<file path="config.mk">
export PLATFORM = sky130hd
export DESIGN_NAME = cnc_host
export DESIGN_NICKNAME = d
export VERILOG_FILES = /design/src/rtl/cnc_pkg.sv /design/src/rtl/cnc_host.sv
export SDC_FILE = /design/constraint.sdc
export NUM_CORES = 1
export LEC_CHECK = 0
export CORE_ASPECT_RATIO = 2
export CORE_UTILIZATION = 47
export CTS_CLUSTER_SIZE = 12
export DETAILED_ROUTE_END_ITERATION = 7
export PLACE_DENSITY = 0.8
export SLEW_MARGIN = 5
export SYNTH_ARGS = -nofsm -noshare
export SYNTH_HDL_FRONTEND = slang
export SYNTH_SLANG_ARGS = --single-unit
</file>
<file path="constraint.sdc">
create_clock -name clk -period 2.4 [get_ports clk]
set_input_delay 0.48 -clock clk [delete_from_list [all_inputs] [get_ports clk]]
set_output_delay 0.48 -clock clk [all_outputs]
set_load 0.01 [all_outputs]
</file>
<file path="src/rtl/cnc_pkg.sv">
// rtl/cnc_pkg.sv - shared encodings, widths and host state type for the CNC host driver
package cnc_pkg;

  localparam int IN_W  = 8;
  localparam int OUT_W = 17;

  localparam logic [1:0] MODE_ADD = 2'd0;
  localparam logic [1:0] MODE_SUB = 2'd1;
  localparam logic [1:0] MODE_MUL = 2'd2;
  localparam logic [1:0] MODE_ILL = 2'd3;

  localparam logic [1:0] ERR_OK      = 2'b00;
  localparam logic [1:0] ERR_BADMODE = 2'b01;
  localparam logic [1:0] ERR_TIMEOUT = 2'b10;
  localparam logic [1:0] ERR_TRUNC   = 2'b11;

  typedef enum logic [2:0] {
    IDLE,
    SEND,
    WAIT,
    RECV,
    RESP
  } host_state_t;

endpackage

</file>
<file path="src/rtl/cnc_host.sv">
// rtl/cnc_host.sv - serialises one CNC operation and collects its two-word result
module cnc_host
  import cnc_pkg::*;
#(
  parameter int TIMEOUT = 16,
  parameter int CW      = 5
) (
  input  logic             clk,
  input  logic             rst,
  input  logic             req_valid,
  output logic             req_ready,
  input  logic [1:0]       req_mode,
  input  logic [IN_W-1:0]  req_a,
  input  logic [IN_W-1:0]  req_b,
  input  logic [IN_W-1:0]  req_c,
  input  logic [IN_W-1:0]  req_d,
  output logic             cnc_in_valid,
  output logic [1:0]       cnc_mode,
  output logic [IN_W-1:0]  cnc_in,
  input  logic             cnc_out_valid,
  input  logic [OUT_W-1:0] cnc_out,
  output logic             rsp_valid,
  input  logic             rsp_ready,
  output logic [OUT_W-1:0] rsp_real,
  output logic [OUT_W-1:0] rsp_imag,
  output logic [1:0]       rsp_err
);

  host_state_t      r_state, w_state_n;
  logic [CW-1:0]    r_cnt, w_cnt_n;
  logic [1:0]       r_mode;
  logic [IN_W-1:0]  r_b, r_c, r_d;
  logic             r_in_valid, w_in_valid_n;
  logic [1:0]       r_cnc_mode, w_cnc_mode_n;
  logic [IN_W-1:0]  r_cnc_in, w_cnc_in_n;
  logic             r_rsp_valid, w_rsp_valid_n;
  logic [OUT_W-1:0] r_rsp_real, w_rsp_real_n;
  logic [OUT_W-1:0] r_rsp_imag, w_rsp_imag_n;
  logic [1:0]       r_rsp_err, w_rsp_err_n;
  logic             w_accept;

  assign req_ready    = (r_state == IDLE);
  assign w_accept     = req_valid && (r_state == IDLE);
  assign cnc_in_valid = r_in_valid;
  assign cnc_mode     = r_cnc_mode;
  assign cnc_in       = r_cnc_in;
  assign rsp_valid    = r_rsp_valid;
  assign rsp_real     = r_rsp_real;
  assign rsp_imag     = r_rsp_imag;
  assign rsp_err      = r_rsp_err;

  always_ff @(posedge clk) begin
    if (rst) begin
      r_state     <= IDLE;
      r_cnt       <= '0;
      r_mode      <= '0;
      r_b         <= '0;
      r_c         <= '0;
      r_d         <= '0;
      r_in_valid  <= 1'b0;
      r_cnc_mode  <= '0;
      r_cnc_in    <= '0;
      r_rsp_valid <= 1'b0;
      r_rsp_real  <= '0;
      r_rsp_imag  <= '0;
      r_rsp_err   <= '0;
    end else begin
      r_state     <= w_state_n;
      r_cnt       <= w_cnt_n;
      r_in_valid  <= w_in_valid_n;
      r_cnc_mode  <= w_cnc_mode_n;
      r_cnc_in    <= w_cnc_in_n;
      r_rsp_valid <= w_rsp_valid_n;
      r_rsp_real  <= w_rsp_real_n;
      r_rsp_imag  <= w_rsp_imag_n;
      r_rsp_err   <= w_rsp_err_n;
      // A goes straight onto the pins at acceptance, so only B..D need holding
      if (w_accept) begin
        r_mode <= req_mode;
        r_b    <= req_b;
        r_c    <= req_c;
        r_d    <= req_d;
      end
    end
  end

  always_comb begin
    w_state_n     = r_state;
    w_cnt_n       = r_cnt;
    w_in_valid_n  = 1'b0;
    w_cnc_mode_n  = '0;
    w_cnc_in_n    = '0;
    w_rsp_valid_n = r_rsp_valid;
    w_rsp_real_n  = r_rsp_real;
    w_rsp_imag_n  = r_rsp_imag;
    w_rsp_err_n   = r_rsp_err;
    case (r_state)
      IDLE: begin
        if (req_valid) begin
          if (req_mode == MODE_ILL) begin
            w_state_n     = RESP;
            w_rsp_valid_n = 1'b1;
            w_rsp_err_n   = ERR_BADMODE;
            w_rsp_real_n  = '0;
            w_rsp_imag_n  = '0;
          end else begin
            w_state_n    = SEND;
            w_cnt_n      = '0;
            w_in_valid_n = 1'b1;
            w_cnc_mode_n = req_mode;
            w_cnc_in_n   = req_a;
          end
        end
      end
      SEND: begin
        if (r_cnt == CW'(3)) begin
          w_state_n = WAIT;
          w_cnt_n   = '0;
        end else begin
          w_cnt_n      = r_cnt + CW'(1);
          w_in_valid_n = 1'b1;
          w_cnc_mode_n = r_mode;
          case (r_cnt[1:0])
            2'd0:    w_cnc_in_n = r_b;
            2'd1:    w_cnc_in_n = r_c;
            default: w_cnc_in_n = r_d;
          endcase
        end
      end
      WAIT: begin
        if (cnc_out_valid) begin
          w_rsp_real_n = cnc_out;
          w_state_n    = RECV;
        end else if (r_cnt == CW'(TIMEOUT - 1)) begin
          w_state_n     = RESP;
          w_rsp_valid_n = 1'b1;
          w_rsp_err_n   = ERR_TIMEOUT;
          w_rsp_real_n  = '0;
          w_rsp_imag_n  = '0;
        end else begin
          w_cnt_n = r_cnt + CW'(1);
        end
      end
      RECV: begin
        w_state_n     = RESP;
        w_rsp_valid_n = 1'b1;
        if (cnc_out_valid) begin
          w_rsp_imag_n = cnc_out;
          w_rsp_err_n  = ERR_OK;
        end else begin
          w_rsp_imag_n = '0;
          w_rsp_err_n  = ERR_TRUNC;
        end
      end
      RESP: begin
        if (rsp_ready) begin
          w_rsp_valid_n = 1'b0;
          w_state_n     = IDLE;
        end
      end
      default: w_state_n = IDLE;
    endcase
  end

endmodule

</file>
==> impl_metrics.json <==
{
  "status": "completed",
  "gp_congestion": 0.894,
  "path_class": "reg2reg",
  "postCtsHoldBufs": 0,
  "clk_latency_ps": 340,
  "final_cells": 603,
  "hp-class": "reg2reg",
  "yosys_warnings": 0,
  "fmax_mhz": 442,
  "drtIter0Drc": 265,
  "finalClockSkew_ps": 7.06,
  "drc_errors": 0,
  "grt_pass1_vias": 3336,
  "synth_top_cell_by_area": "dfxtp_1",
  "max_slew_margin": 0.598,
  "ant_nets": 0,
  "start_util": 0.483,
  "antenna-diode-count": 0,
  "crit_chain": "ha_1 -> and3_1 -> ha_1 -> nor4b_1 -> a311oi_2 -> or4b_1 -> a21oi_1",
  "cap_violations": 0,
  "clkTransAtPathRegs_ps": 60,
  "cts.path.max_buffers": 2,
  "cp_max_fo": 6,
  "syn_inst": 413,
  "tritoncts.num_buffers": 9,
  "p_total_w": 0.00316,
  "drive_gt1_frac": 0.0744,
  "grt_usage": 0.250,
  "grt_pass1_wl_um": 15300,
  "p_int_w": 0.00238,
  "postCtsSetupBuffers": 0,
  "p_comb_frac": 0.143,
  "switching_share": 0.248,
  "cts_tree": "built",
  "netSwitchingPower_w": 0.000783,
  "pwr-share-clk": 0.400,
  "synth_edf_count": 0,
  "rsz0062_at_grt": "false",
  "syn-mean-instance-area_um2": 8.44,
  "setup_viol": 0,
  "place_inst": 588,
  "clockRootBuffer": "clkbuf_16",
  "ys_seq_area_frac": 0.471,
  "final_hold_viol_count": 0,
  "ir_drop_v": 0.000459,
  "dieWidth_um": 62.9,
  "seq_area_um2": 1640,
  "ctsResizeCount": 0,
  "cp.required_ps": 2670,
  "io_buffers": 104,
  "critPathMaxStageDelay_ps": 490,
  "worstPathArrival_ps": 2530,
  "tightest_slew_ps": 601,
  "multiInputGateArea_um2": 1660,
  "grt_max_degree": 54,
  "die_area_um2": 7780,
  "grt_antenna_before_repair": 0,
  "netlist_area_um2": 3480,
  "n_fill_cell": 593,
  "clock_sinks": 82,
  "first_pass_iters": 4,
  "coreArea_um2": 7210,
  "finalWirelength_um": 9420,
  "rows": 44,
  "endpoint_kind": "flop",
  "seq_power_share": 0.457,
  "power.leakage_nw": 1.70,
  "yosysUniqueCellTypes": 44,
  "die_y_um": 124,
  "p_per_area_nw_per_um2": 648,
  "routed-via-count": 3426,
  "cp_common_cell": "ha_1",
  "yosysMostFrequentCell": "dfxtp_1",
  "period_share": 0.943,
  "io_pins": 105,
  "detail_route.wl_per_cell_um": 15.6,
  "synth_seq_cells": 82,
  "yosysTopAreaCellShare": 0.471,
  "synth_area_leaders": "dfxtp_1 47%, a21oi_1 8.9%, nand2_1 7.4%",
  "viasPerCell": 5.68,
  "ctsHtreeMaxLevel": 3,
  "area_delta_synth_final_pct": 39.9,
  "grt_overflow_total": 0,
  "slew_viol_final": 0,
  "synth_async_sr_flop_share": 0,
  "syn_nets": 474,
  "nNetsFinal": 568,
  "dp_hpwl_um": 6650,
  "setup_tns_ps": 0,
  "synth_commonest_cells": "82 x dfxtp_1, 69 x nand2_1, 62 x a21oi_1",
  "cp-start-kind": "flop",
  "synth_flop_cell": "dfxtp_1",
  "fin_crit_ps": 2260,
  "cpMaxStageDelayCell": "or4b_1"
}
## cell families (layout without fill, tap and decap cells)
group / Yosys count / count (layout) / synth area share
flip-flops: 82 / 82 / 0.471
multiplexers: 1 / 1 / 0.00323
adder cells (fa/ha/maj): 5 / 5 / 0.0180
AND/OR/NAND/NOR: 148 / 148 / 0.204
buffers and inverters: 42 / 140 / 0.0531
AO/OA/AOI/OAI: 135 / 135 / 0.251
## path summary, 6_finish.rpt
check	endpoint	start	cells past startpoint	slack [ps]
worst max-delay path	r_cnt[0]	r_cnt[0]	7	140
worst min-delay path	r_b[5]	r_b[5]	2	450
worst max register to register	r_cnt[0]	r_cnt[0]	7	140
worst min register to register	r_b[5]	r_b[5]	2	450
## cell usage in the layout (no fill, tap or decap), types with 2 or more instances in the layout
cell type	count
a22oi_1	9
buf_4	11
or4b_1	3
and3_1	2
clkbuf_16	9
nand4bb_1	2
nand3_1	18
clkbuf_8	2
nor2_2	2
nand2b_1	6
nor4b_1	2
inv_1	8
nor2_1	27
o21ai_0	23
a21o_1	10
nor3_1	5
a211oi_1	2
ha_1	5
a32oi_1	19
or3_1	3
clkdlybuf4s50_1	103
clkinv_2	3
nand2_1	69
a21oi_1	62
dfxtp_1	82
buf_12	2
## stage by stage
step	utilization	area [um2]	setup WS, ps	hold WS [ps]
after floorplan	-	3480	346	436
after global placement	0.638	4600	218	441
after detailed placement	0.638	4600	201	450
after CTS	0.676	4870	167	458
after global routing	0.676	4870	52.2	470
final	0.676	4870	138	454
## layer usage
layer,up-vias,wire (um),global-route usage,share of wire
met5,-,0,0,0
met4,0,170,0.105,0.018
li1,1648,-,-,-
met2,133,5240,0.480,0.56
met3,14,564,0.0751,0.060
met1,1631,3450,0.240,0.37
## worst max-delay path: cells and delay by family (launching register included)
kind,cells,cell delay [ps]
flip-flops,1,360
AO/OA/AOI/OAI,2,280
adder cells (fa/ha/maj),2,450
AND/OR/NAND/NOR,3,1100
## layout make-up
class | instances | share of cell area
multi-input combinational | 289 | 0.340
sequential | 82 | 0.337
timing repair buffer | 117 | 0.238
clock buffer | 12 | 0.0526
tap | 92 | 0.0236
inverter | 8 | 0.00616
clock inverter | 3 | 0.00308
## sequential cells by signal, indices dropped and copies added, names as in the netlist, 3 cells and up
name / flops
cnc_in: 8
r_b: 8
r_c: 8
r_cnt: 5
r_d: 8
r_state: 3
rsp_imag: 17
rsp_real: 17
## power groups by stage
stage               Combinational (W)  Sequential, W  Clock (W)
floorplan                    0.000244        0.00147          0
global placement             0.000438        0.00147          0
detailed placement           0.000448        0.00147          0
CTS                          0.000452        0.00144    0.00127
global route                 0.000494        0.00145    0.00134
finish                       0.000452        0.00145    0.00126
No activity file was read; power rests on OpenSTA's default activity.
